**src/rtl/exc_pkg.sv**
```systemverilog
// Shared exception definitions: vector classes, FSM state encoding and handler table defaults.
// Also used by the ID-stage vector logic.
package exc_pkg;

    localparam logic [4:0]  VEC_NONE     = 5'b00000;
    localparam logic [4:0]  VEC_IRQ      = 5'b00001;
    localparam logic [4:0]  VEC_PRIV     = 5'b11000;
    localparam logic [4:0]  VEC_NODEF    = 5'b11001;
    localparam logic [1:0]  VEC_TRAP_PFX = 2'b10;

    localparam logic [31:0] VEC_BASE_DEF        = 32'h0000_0100;
    localparam int unsigned VEC_STRIDE_LOG2_DEF = 3;

    typedef enum logic [2:0] {
        S_IDLE  = 3'd0,
        S_FLUSH = 3'd1,
        S_SAVE  = 3'd2,
        S_JUMP  = 3'd3,
        S_RET   = 3'd4
    } exc_state_t;

    // Traps commit their instruction and return past it.
    function automatic logic is_trap(input logic [4:0] v);
        return v[4:3] == VEC_TRAP_PFX;
    endfunction

endpackage

```
**src/rtl/exc_prio.sv**
```systemverilog
// Accept-priority selection for the commit stage: explicit vector, then rfe, then enabled interrupt.
module exc_prio
    import exc_pkg::*;
(
    input  logic       idle,
    input  logic       valid_wb,
    input  logic [4:0] vector_wb,
    input  logic       rfe_wb,
    input  logic       ext_irq,
    input  logic       ie,
    input  logic       s_u,
    output logic       accept,
    output logic       accept_rfe,
    output logic [4:0] accept_vec,
    output logic       kill
);

    always_comb begin
        accept     = 1'b0;
        accept_rfe = 1'b0;
        accept_vec = VEC_NONE;
        kill       = 1'b0;
        if (idle && valid_wb) begin
            if (vector_wb != VEC_NONE) begin
                accept     = 1'b1;
                accept_vec = vector_wb;
                kill       = !is_trap(vector_wb);
            end else if (rfe_wb) begin
                // rfe from user mode is a privilege violation, never a return
                accept     = 1'b1;
                accept_rfe = !s_u;
                accept_vec = s_u ? VEC_PRIV : VEC_NONE;
                kill       = 1'b1;
            end else if (ext_irq && ie) begin
                accept     = 1'b1;
                accept_vec = VEC_IRQ;
                kill       = 1'b1;
            end
        end
    end

endmodule

```
**src/rtl/exception_ctrl.sv**
```systemverilog
// Exception / rfe sequencer: flushes the pipeline, saves status and redirects fetch
// to the handler table or back to the saved PC.
module exception_ctrl
    import exc_pkg::*;
#(
    parameter logic [31:0] VEC_BASE        = VEC_BASE_DEF,
    parameter int unsigned VEC_STRIDE_LOG2 = VEC_STRIDE_LOG2_DEF
) (
    input  logic        clk,
    input  logic        rst_n,
    input  logic        valid_wb,
    input  logic [4:0]  vector_wb,
    input  logic [31:0] pc_wb,
    input  logic        rfe_wb,
    input  logic        ext_irq,
    output logic        kill_wb,
    output logic        flush,
    output logic        redirect,
    output logic [31:0] redirect_pc,
    output logic        s_u,
    output logic        ie,
    output logic [31:0] epc,
    output logic [4:0]  cause,
    output logic        busy
);

    exc_state_t  state, state_nx;
    logic        accept, accept_rfe, prio_kill;
    logic [4:0]  accept_vec;
    logic [4:0]  vec_q;
    logic [31:0] pc_q;
    logic        rfe_q;
    logic [1:0]  saved_sts;
    logic [31:0] vec_target;

    exc_prio u_prio (
        .idle       (state == S_IDLE),
        .valid_wb   (valid_wb),
        .vector_wb  (vector_wb),
        .rfe_wb     (rfe_wb),
        .ext_irq    (ext_irq),
        .ie         (ie),
        .s_u        (s_u),
        .accept     (accept),
        .accept_rfe (accept_rfe),
        .accept_vec (accept_vec),
        .kill       (prio_kill)
    );

    assign kill_wb    = rst_n && prio_kill;
    assign busy       = (state != S_IDLE);
    assign vec_target = VEC_BASE + (32'(vec_q) << VEC_STRIDE_LOG2);

    always_ff @(posedge clk) begin
        if (!rst_n) state <= S_IDLE;
        else        state <= state_nx;
    end

    always_comb begin
        state_nx    = state;
        flush       = 1'b0;
        redirect    = 1'b0;
        redirect_pc = '0;
        unique case (state)
            S_IDLE:  if (accept) state_nx = S_FLUSH;
            S_FLUSH: begin
                flush    = 1'b1;
                state_nx = rfe_q ? S_RET : S_SAVE;
            end
            S_SAVE:  state_nx = S_JUMP;
            S_JUMP: begin
                redirect    = 1'b1;
                redirect_pc = vec_target;
                state_nx    = S_IDLE;
            end
            S_RET: begin
                redirect    = 1'b1;
                redirect_pc = epc;
                state_nx    = S_IDLE;
            end
            default: state_nx = S_IDLE;
        endcase
    end

    always_ff @(posedge clk) begin
        if (!rst_n) begin
            vec_q     <= '0;
            pc_q      <= '0;
            rfe_q     <= 1'b0;
            epc       <= '0;
            cause     <= '0;
            s_u       <= 1'b0;
            ie        <= 1'b0;
            saved_sts <= '0;
        end else begin
            if (state == S_IDLE && accept) begin
                vec_q <= accept_vec;
                pc_q  <= pc_wb;
                rfe_q <= accept_rfe;
            end
            if (state == S_SAVE) begin
                epc       <= is_trap(vec_q) ? pc_q + 32'd4 : pc_q;
                cause     <= vec_q;
                saved_sts <= {s_u, ie};
                s_u       <= 1'b0;
                ie        <= 1'b0;
            end
            if (state == S_RET) begin
                {s_u, ie} <= saved_sts;
            end
        end
    end

endmodule

```
**config.mk**
```make
export PLATFORM = sky130hd
export DESIGN_NAME = exception_ctrl
export DESIGN_NICKNAME = d
export VERILOG_FILES = /design/src/rtl/exc_pkg.sv /design/src/rtl/exc_prio.sv /design/src/rtl/exception_ctrl.sv
export SDC_FILE = /design/constraint.sdc
export NUM_CORES = 1
export LEC_CHECK = 0
export ABC_AREA = 1
export CAP_MARGIN = 15
export CORE_UTILIZATION = 40
export DETAILED_ROUTE_END_ITERATION = 8
export GPL_TIMING_DRIVEN = 0
export PLACE_DENSITY = 0.76
export SLEW_MARGIN = 20
export SYNTH_ARGS = -nofsm -noshare
export SYNTH_HDL_FRONTEND = slang
export SYNTH_SLANG_ARGS = --single-unit
```
**constraint.sdc**
```tcl
create_clock -name clk -period 2 [get_ports clk]
set_input_delay 0.4 -clock clk [delete_from_list [all_inputs] [get_ports clk]]
set_output_delay 0.4 -clock clk [all_outputs]
set_load 0.02 [all_outputs]
```
==> flow_summary.json, run 1 <==
{
  "finalInstanceArea_mm2": 0.00576,
  "yosys.area_share.simple": 0.296,
  "number_of_cells_on_the_worst_hold_path": 2,
  "yosysSeqAreaShare": 0.406,
  "chipWidth_um": 103,
  "power_density_mw_per_mm2": 844,
  "die-height_um": 103,
  "number_of_global_route_vias_before_repair": 3955,
  "cp.buffers_inverters": 5,
  "critPathCaptureType": "primary output",
  "grt_max_degree": 16,
  "cts_tree": "built",
  "rsz_0062_raised_after_global_routing": "yes",
  "grt.total_usage": 0.242,
  "ctsHtreeMaxLevel": 3,
  "power.ir.vdd_worst_mv": 0.405,
  "syn_area_per_cell_um2": 6.72,
  "holdCritPathClass": "reg2reg",
  "gr-total-overflow": 0,
  "minimum_period_implied_by_the_final_worst_setup_slack_ns": 2.05,
  "floorplan.initialDensity": 0.414,
  "routedLengthMet1_mm": 5.73,
  "nFillCells": 936,
  "synth-compound-area-share": 0.158,
  "violations_in_the_final_reports": "setup timing",
  "highest-signal-layer": "met4",
  "num-nets-final": 785,
  "timing.final.crit_share": 1.02,
  "cell_count_after_synthesis": 602,
  "met2_wirelength_mm": 6.19,
  "worst_pin_slew_ns": 0.537,
  "post_placement_setup_slack_ns": -0.829,
  "asyncSetResetFlopFracSynth": 0,
  "critical_path_class": "in2out",
  "ys_seq_elements": 82,
  "clockRootBuffer": "sky130_fd_sc_hd__clkbuf_8",
  "ys_warn_count": 0,
  "number_of_buffers_inserted_by_port_buffering": 116,
  "worst-endpoint-arrival_ns": 1.65,
  "drt-pass1-iter-count": 5,
  "syn_to_final_growth_pct": 42.5,
  "power.total_mw": 4.86,
  "slew_viol_final": 0,
  "worst-endpoint-required_ns": 1.60,
  "max_freq_mhz": 488,
  "yosys-mux-area-fraction": 0,
  "synthXorXnorAreaFrac": 0.0282,
  "worstSetupStartpointType": "primary input",
  "finalWorstSetupSlack_ns": -0.0489,
  "post_synth_cell_types": 30,
  "design.die.area_mm2": 0.0105,
  "antenna_found_initial": 0,
  "detailroute.wirelength.met3_um": 727,
  "fin_skew_ns": 0.0133,
  "share_of_final_layout_standard_cells_stronger_than_drive_strength_1": 0.166,
  "clkTransAtPathRegs_ns": 0.10,
  "slew_headroom": 0.642,
  "crit_family": "buffers and inverters",
  "vias": 4359,
  "cp.depth": 10,
  "final-hold-violation-count": 0,
  "post-route-drc-count": 0,
  "mappedNetlistArea_mm2": 0.00404,
  "maxCapViolCount": 0,
  "dominant_combinational_cell_family_by_area_after_synthesis": "simple AND/OR/NAND/NOR gates",
  "placement_rows": 36,
  "cells_along_the_critical_path": "clkdlybuf4s50_1 -> inv_1 -> nand3_2 -> inv_2 -> nand3_2 -> nand2_4 -> inv_4 -> nand2_4 -> a21oi_2 -> buf_6",
  "crit_path_max_incr_delay_ns": 0.50,
  "cts_buffers": 9,
  "worst_skew_pair.late_latency_ns": 0.37,
  "dpl.hpwl_mm": 9.62,
  "grt_first_pass_wirelength_mm": 19.4,
  "synthAdderAreaFrac": 0.00309,
  "static-leakage-power_nw": 2.28,
  "synth.net_count": 645,
  "cts_hold_repair_buffers": 0,
  "routedWlPerCell_um": 14.5,
  "synth_flop_cell": "sky130_fd_sc_hd__dfxtp_1",
  "worst-r2r-cell-count": 10,
  "final_antenna_net_count": 0,
  "antenna_cells_inserted": 0,
  "viasPerCell": 4.95,
  "routed_wl_mm": 12.8,
  "cts_max_path_buffers": 2,
  "first_iter_violations": 236,
  "number_of_placed_i_o_pins": 117,
  "crit_path_top_delay_cell": "sky130_fd_sc_hd__clkdlybuf4s50_1",
  "clock_sinks": 82,
  "critPathMaxFanout": 3,
  "synth_edf_count": 0,
  "finalWeightedCongestion": 0.889,
  "final_number_of_setup_violating_endpoints": 3,
  "run_status": "finished with violations",
  "postPlaceCellArea_mm2": 0.00537,
  "core_area_mm2": 0.00977
}
-- registers in the layout (all words and copies together) (netlist names) --
| signal | flops |
|---|---|
| ie | 1 |
| state | 3 |
| s_u | 1 |
| saved_sts | 2 |
| epc | 32 |
| rfe_q | 1 |
| pc_q | 32 |
| cause | 5 |
| vec_q | 5 |
-- layout make-up --
cell class | count | area, um^2 | share of cell area
clock inverter | 7 | 52.6 | 0.00912
sequential | 82 | 1650 | 0.286
tap | 133 | 166 | 0.0289
multi-input combinational | 413 | 2100 | 0.365
inverter | 79 | 299 | 0.0519
buffer | 28 | 174 | 0.0302
timing repair buffer | 129 | 1190 | 0.207
clock buffer | 9 | 124 | 0.0215
-- layout by cell type (no fill, tap or decap), drive strengths merged, types with 10 or more instances in the layout --
master         count
clkdlybuf4s50     77
nor3              10
a21oi             46
nand2             89
clkbuf            28
o21ai             74
dfxtp             82
buf               56
inv               80
nand3             35
nor2             127
-- timing repair --
item	4_1_cts	5_1_grt
setup endpoints to repair	36	30
endpoints found under the hold margin	0	0
cloned	1	1
buffers inserted	8	3
resized for setup	176	59
pin swaps	5	1
-- per-layer routing --
layer | vias to the layer above | GRT usage
li1 | 2203 | -
met1 | 1997 | 0.320
met2 | 149 | 0.415
met3 | 10 | 0.0393
met4 | 0 | 0.0484
met5 | - | 0
-- cells in the mapped netlist (5+ instances only) --
cell                       instances  area share
sky130_fd_sc_hd__clkbuf_1         17       0.016
sky130_fd_sc_hd__nor3_1            8      0.0099
sky130_fd_sc_hd__nor2_2            6      0.0093
sky130_fd_sc_hd__nand4_1           6      0.0093
sky130_fd_sc_hd__buf_4             5      0.0093
sky130_fd_sc_hd__o21ai_1           5      0.0062
sky130_fd_sc_hd__dfxtp_1          82        0.41
sky130_fd_sc_hd__xor2_1            5       0.011
sky130_fd_sc_hd__a21oi_1          46       0.057
sky130_fd_sc_hd__nand2_1          88       0.082
sky130_fd_sc_hd__xnor2_1           8       0.017
sky130_fd_sc_hd__inv_1            74       0.069
sky130_fd_sc_hd__o21ai_0          69       0.085
sky130_fd_sc_hd__nor2_1          117        0.11
sky130_fd_sc_hd__nand3_1          32       0.040
-- per-stage QoR --
stage	hold slack [ns]	util	cells	setup TNS, ns
global placement	0.449	0.550	851	-15.35
CTS	0.464	0.575	876	-0.0731
floorplan	0.436	-	602	0
finish	0.473	0.589	880	-0.0684
global route	0.485	0.589	880	-0.828
detailed placement	0.456	0.550	851	-19.53
-- where the power goes --
group	leakage (nW)	internal, mW	switching (mW)
sequential	0.675	1.91	0.278
combinational	1.51	0.648	0.909
clock	0.0904	0.462	0.656
total	2.28	3.02	1.84
-- worst register-to-register path, delay by kind of cell (launching register included) --
kind,cells,cell delay [ns]
and+or+nand+nor,8,0.98
DFF,1,0.44
buffers and inverters,1,0.04
adders and majority gates,1,0.25
-- logic make-up after synthesis --
family          count (synthesis)
flops                          82
xor+xnor                       13
simple gates                  274
buf+inv                       107
fa+ha+maj                       1
compound gates                125
-- final timing paths --
path | from | end | slack, ns
worst max-delay path | vector_wb[3] | kill_wb | -0.05
worst min-delay path | rfe_q | rfe_q | 0.47
worst max register to register | pc_q[3] | epc[30] | 0.20
worst min register to register | rfe_q | rfe_q | 0.47
Power figures use the tool's default switching activity.
==> run 2: changes to the inputs <==
--- a/config.mk
+++ b/config.mk
@@ -10,7 +10,7 @@
 export CORE_UTILIZATION = 40
 export DETAILED_ROUTE_END_ITERATION = 8
 export GPL_TIMING_DRIVEN = 0
-export PLACE_DENSITY = 0.76
+export PLACE_DENSITY = 0.8
 export SLEW_MARGIN = 20
 export SYNTH_ARGS = -nofsm -noshare
 export SYNTH_HDL_FRONTEND = slang
==> constraint.sdc (replaced) <==
create_clock -name clk -period 2.4 [get_ports clk]
set_input_delay 0.48 -clock clk [delete_from_list [all_inputs] [get_ports clk]]
set_output_delay 0.48 -clock clk [all_outputs]
set_load 0.02 [all_outputs]
==> run 2 against run 1 <==
The run now ends clean. Register-to-register slack better by 0.45 ns. Worst setup slack better by 0.052 ns. Clock power hardly changed. Critical path type unchanged.
==> flow_summary.json, run 2 (synthesis gave the netlist of run 1 again) <==
{
  "critPathMaxFanout": 6,
  "routed_wl_mm": 12.0,
  "drt-pass1-iter-count": 6,
  "final-hold-violation-count": 0,
  "cts_max_path_buffers": 2,
  "number_of_placed_i_o_pins": 117,
  "worst-endpoint-required_ns": 1.92,
  "vias": 4320,
  "power.total_mw": 4.20,
  "rsz_0062_raised_after_global_routing": "yes",
  "rr_startpoint": "pc_q[3]",
  "power.ir.vdd_worst_mv": 0.313,
  "worst_pin_slew_ns": 0.541,
  "minimum_period_implied_by_the_final_worst_setup_slack_ns": 2.40,
  "groute.layer.met1.usage": 0.310,
  "cts_tree": "built",
  "post-route-drc-count": 0,
  "placement_rows": 36,
  "viasPerCell": 4.97,
  "static-leakage-power_nw": 2.25,
  "grt.total_usage": 0.233,
  "critical_path_class": "in2out",
  "critPathCaptureType": "primary output",
  "finalInstanceArea_mm2": 0.00556,
  "clockRootBuffer": "sky130_fd_sc_hd__clkbuf_8",
  "cts_buffers": 9,
  "clock_sinks": 82,
  "layout.cells.non_filler": 869,
  "p_switching_mw": 1.49,
  "design.die.area_mm2": 0.0105,
  "share_of_final_layout_standard_cells_stronger_than_drive_strength_1": 0.0883,
  "floorplan.initialDensity": 0.414,
  "num-nets-final": 774,
  "number_of_buffers_inserted_by_port_buffering": 116,
  "dpl.hpwl_mm": 9.53,
  "final_antenna_net_count": 0,
  "syn_to_final_growth_pct": 37.4,
  "slew_headroom": 0.640,
  "chipWidth_um": 103,
  "number_of_global_route_vias_before_repair": 3910,
  "routedWlPerCell_um": 13.9,
  "power_density_mw_per_mm2": 756,
  "gr-total-overflow": 0,
  "clkTransAtPathRegs_ns": 0.09,
  "grt_max_degree": 16,
  "crit_path_max_incr_delay_ns": 0.52,
  "postPlaceCellArea_mm2": 0.00537,
  "max_freq_mhz": 417,
  "finalWeightedCongestion": 0.852,
  "nFillCells": 965,
  "timing.hold.worst.start": "rfe_q",
  "groute.layer.met2.usage": 0.390,
  "seqPwrFrac": 0.431,
  "run_status": "completed",
  "p_int_mw": 2.71,
  "worst_skew_pair.late_latency_ns": 0.36,
  "timing.setup.tns_ns": 0,
  "final_number_of_setup_violating_endpoints": 0,
  "first_iter_violations": 261,
  "layout_commonest_cell": "sky130_fd_sc_hd__nor2_1",
  "slew_viol_final": 0,
  "die-height_um": 103,
  "layout_top_registers": "epc: 32 flops, pc_q: 32 flops",
  "maxCapViolCount": 0,
  "antenna_cells_inserted": 0,
  "core_area_mm2": 0.00977,
  "worstSetupStartpointType": "primary input",
  "dp_cells": 851,
  "critical-path-top-cell-by-count": "sky130_fd_sc_hd__nand3_1",
  "timing.final.crit_share": 0.999,
  "startpoint": "vector_wb[4]",
  "pwr-share-comb": 0.301,
  "crit_family": "buffers and inverters",
  "layout.cells.most_common_list": "sky130_fd_sc_hd__nor2_1 (117), sky130_fd_sc_hd__nand2_1 (87), sky130_fd_sc_hd__dfxtp_1 (82), sky130_fd_sc_hd__clkdlybuf4s50_1 (82), sky130_fd_sc_hd__inv_1 (73)",
  "ctsHtreeMaxLevel": 3,
  "finalWorstSetupSlack_ns": 0.00266,
  "grtUsageMet3": 0.0312,
  "antenna_found_initial": 0,
  "clock_power_share": 0.268,
  "post_placement_setup_slack_ns": -0.586,
  "crit_path_top_delay_cell": "sky130_fd_sc_hd__clkdlybuf4s50_1",
  "holdCritPathClass": "reg2reg",
  "grt_first_pass_wirelength_mm": 18.8,
  "layer_with_the_highest_usage_after_global_routing": "met2",
  "worst-endpoint-arrival_ns": 1.92,
  "switching_share": 0.355,
  "fin_skew_ns": 0.0135,
  "cells_along_the_critical_path": "clkdlybuf4s50_1 -> nor3_2 -> nand3_1 -> inv_2 -> nand3_1 -> nand2_4 -> inv_4 -> nand2_2 -> a21oi_1 -> buf_2",
  "cp.buffers_inverters": 4
}
## run 2: cell count changes in the layout (fill, tap and decap cells not counted), sizes merged
cell           before  now
dlygate4sd2         5   23
clkdlybuf4s50      77   82
clkbuf             28   36
bufinv              0    2
buf                56   14
inv                80   78
## run 2: final timing paths
path	cells after the start	endpoint	slack, ns
setup / recovery	10	kill_wb	0.003
hold / removal	2	state[2]	0.47
setup reg to reg	10	epc[30]	0.65
hold reg to reg	2	state[2]	0.47
## run 2: power groups by stage
stage / sequential (mW) / combinational [mW] / clock, mW
6_report: 1.81 / 1.27 / 1.13
5_1_grt: 1.84 / 1.40 / 1.19
4_1_cts: 1.81 / 1.27 / 1.14
3_5_place_dp: 1.83 / 1.25 / 0
3_3_place_gp: 1.82 / 1.22 / 0
2_1_floorplan: 1.91 / 0.612 / 0
## run 2: layout make-up
| type | instances | area, um^2 | share of cell area |
|---|---|---|---|
| multi-input cells | 413 | 1990 | 0.357 |
| flip-flops and latches | 82 | 1640 | 0.295 |
| repair buffers | 118 | 1090 | 0.197 |
| inverters | 79 | 299 | 0.0538 |
| well taps | 133 | 166 | 0.0299 |
| plain buffers | 28 | 146 | 0.0263 |
| clock buffers | 9 | 124 | 0.0223 |
| clock inverters | 7 | 101 | 0.0182 |
## run 2: metrics by stage
stage                     utilization  hold WS [ns]
after floorplan                     -         0.436
after global placement          0.550         0.448
after detailed placement        0.550         0.453
after CTS                       0.573         0.473
after global routing            0.568         0.500
final                           0.568         0.474
## run 2: worst register-to-register path, delay by kind of cell, from the launching register on
kind | cells | cell delay (ns)
fa+ha+maj | 1 | 0.24
buf+inv | 1 | 0.04
flops | 1 | 0.43
simple gates | 8 | 0.96
## run 2: what timing repair did
action                     in CTS  in global routing
hold buffers                    0                  0
setup endpoints to repair      34                 11
buffers inserted                2                  0
pin swaps                       2                  0
gates resized for setup        53                 14
## run 2: layer usage
metal	wire, um	part of all wire
met1	5530	0.46
met2	5540	0.46
met5	0	0
met4	197	0.016
met3	778	0.065
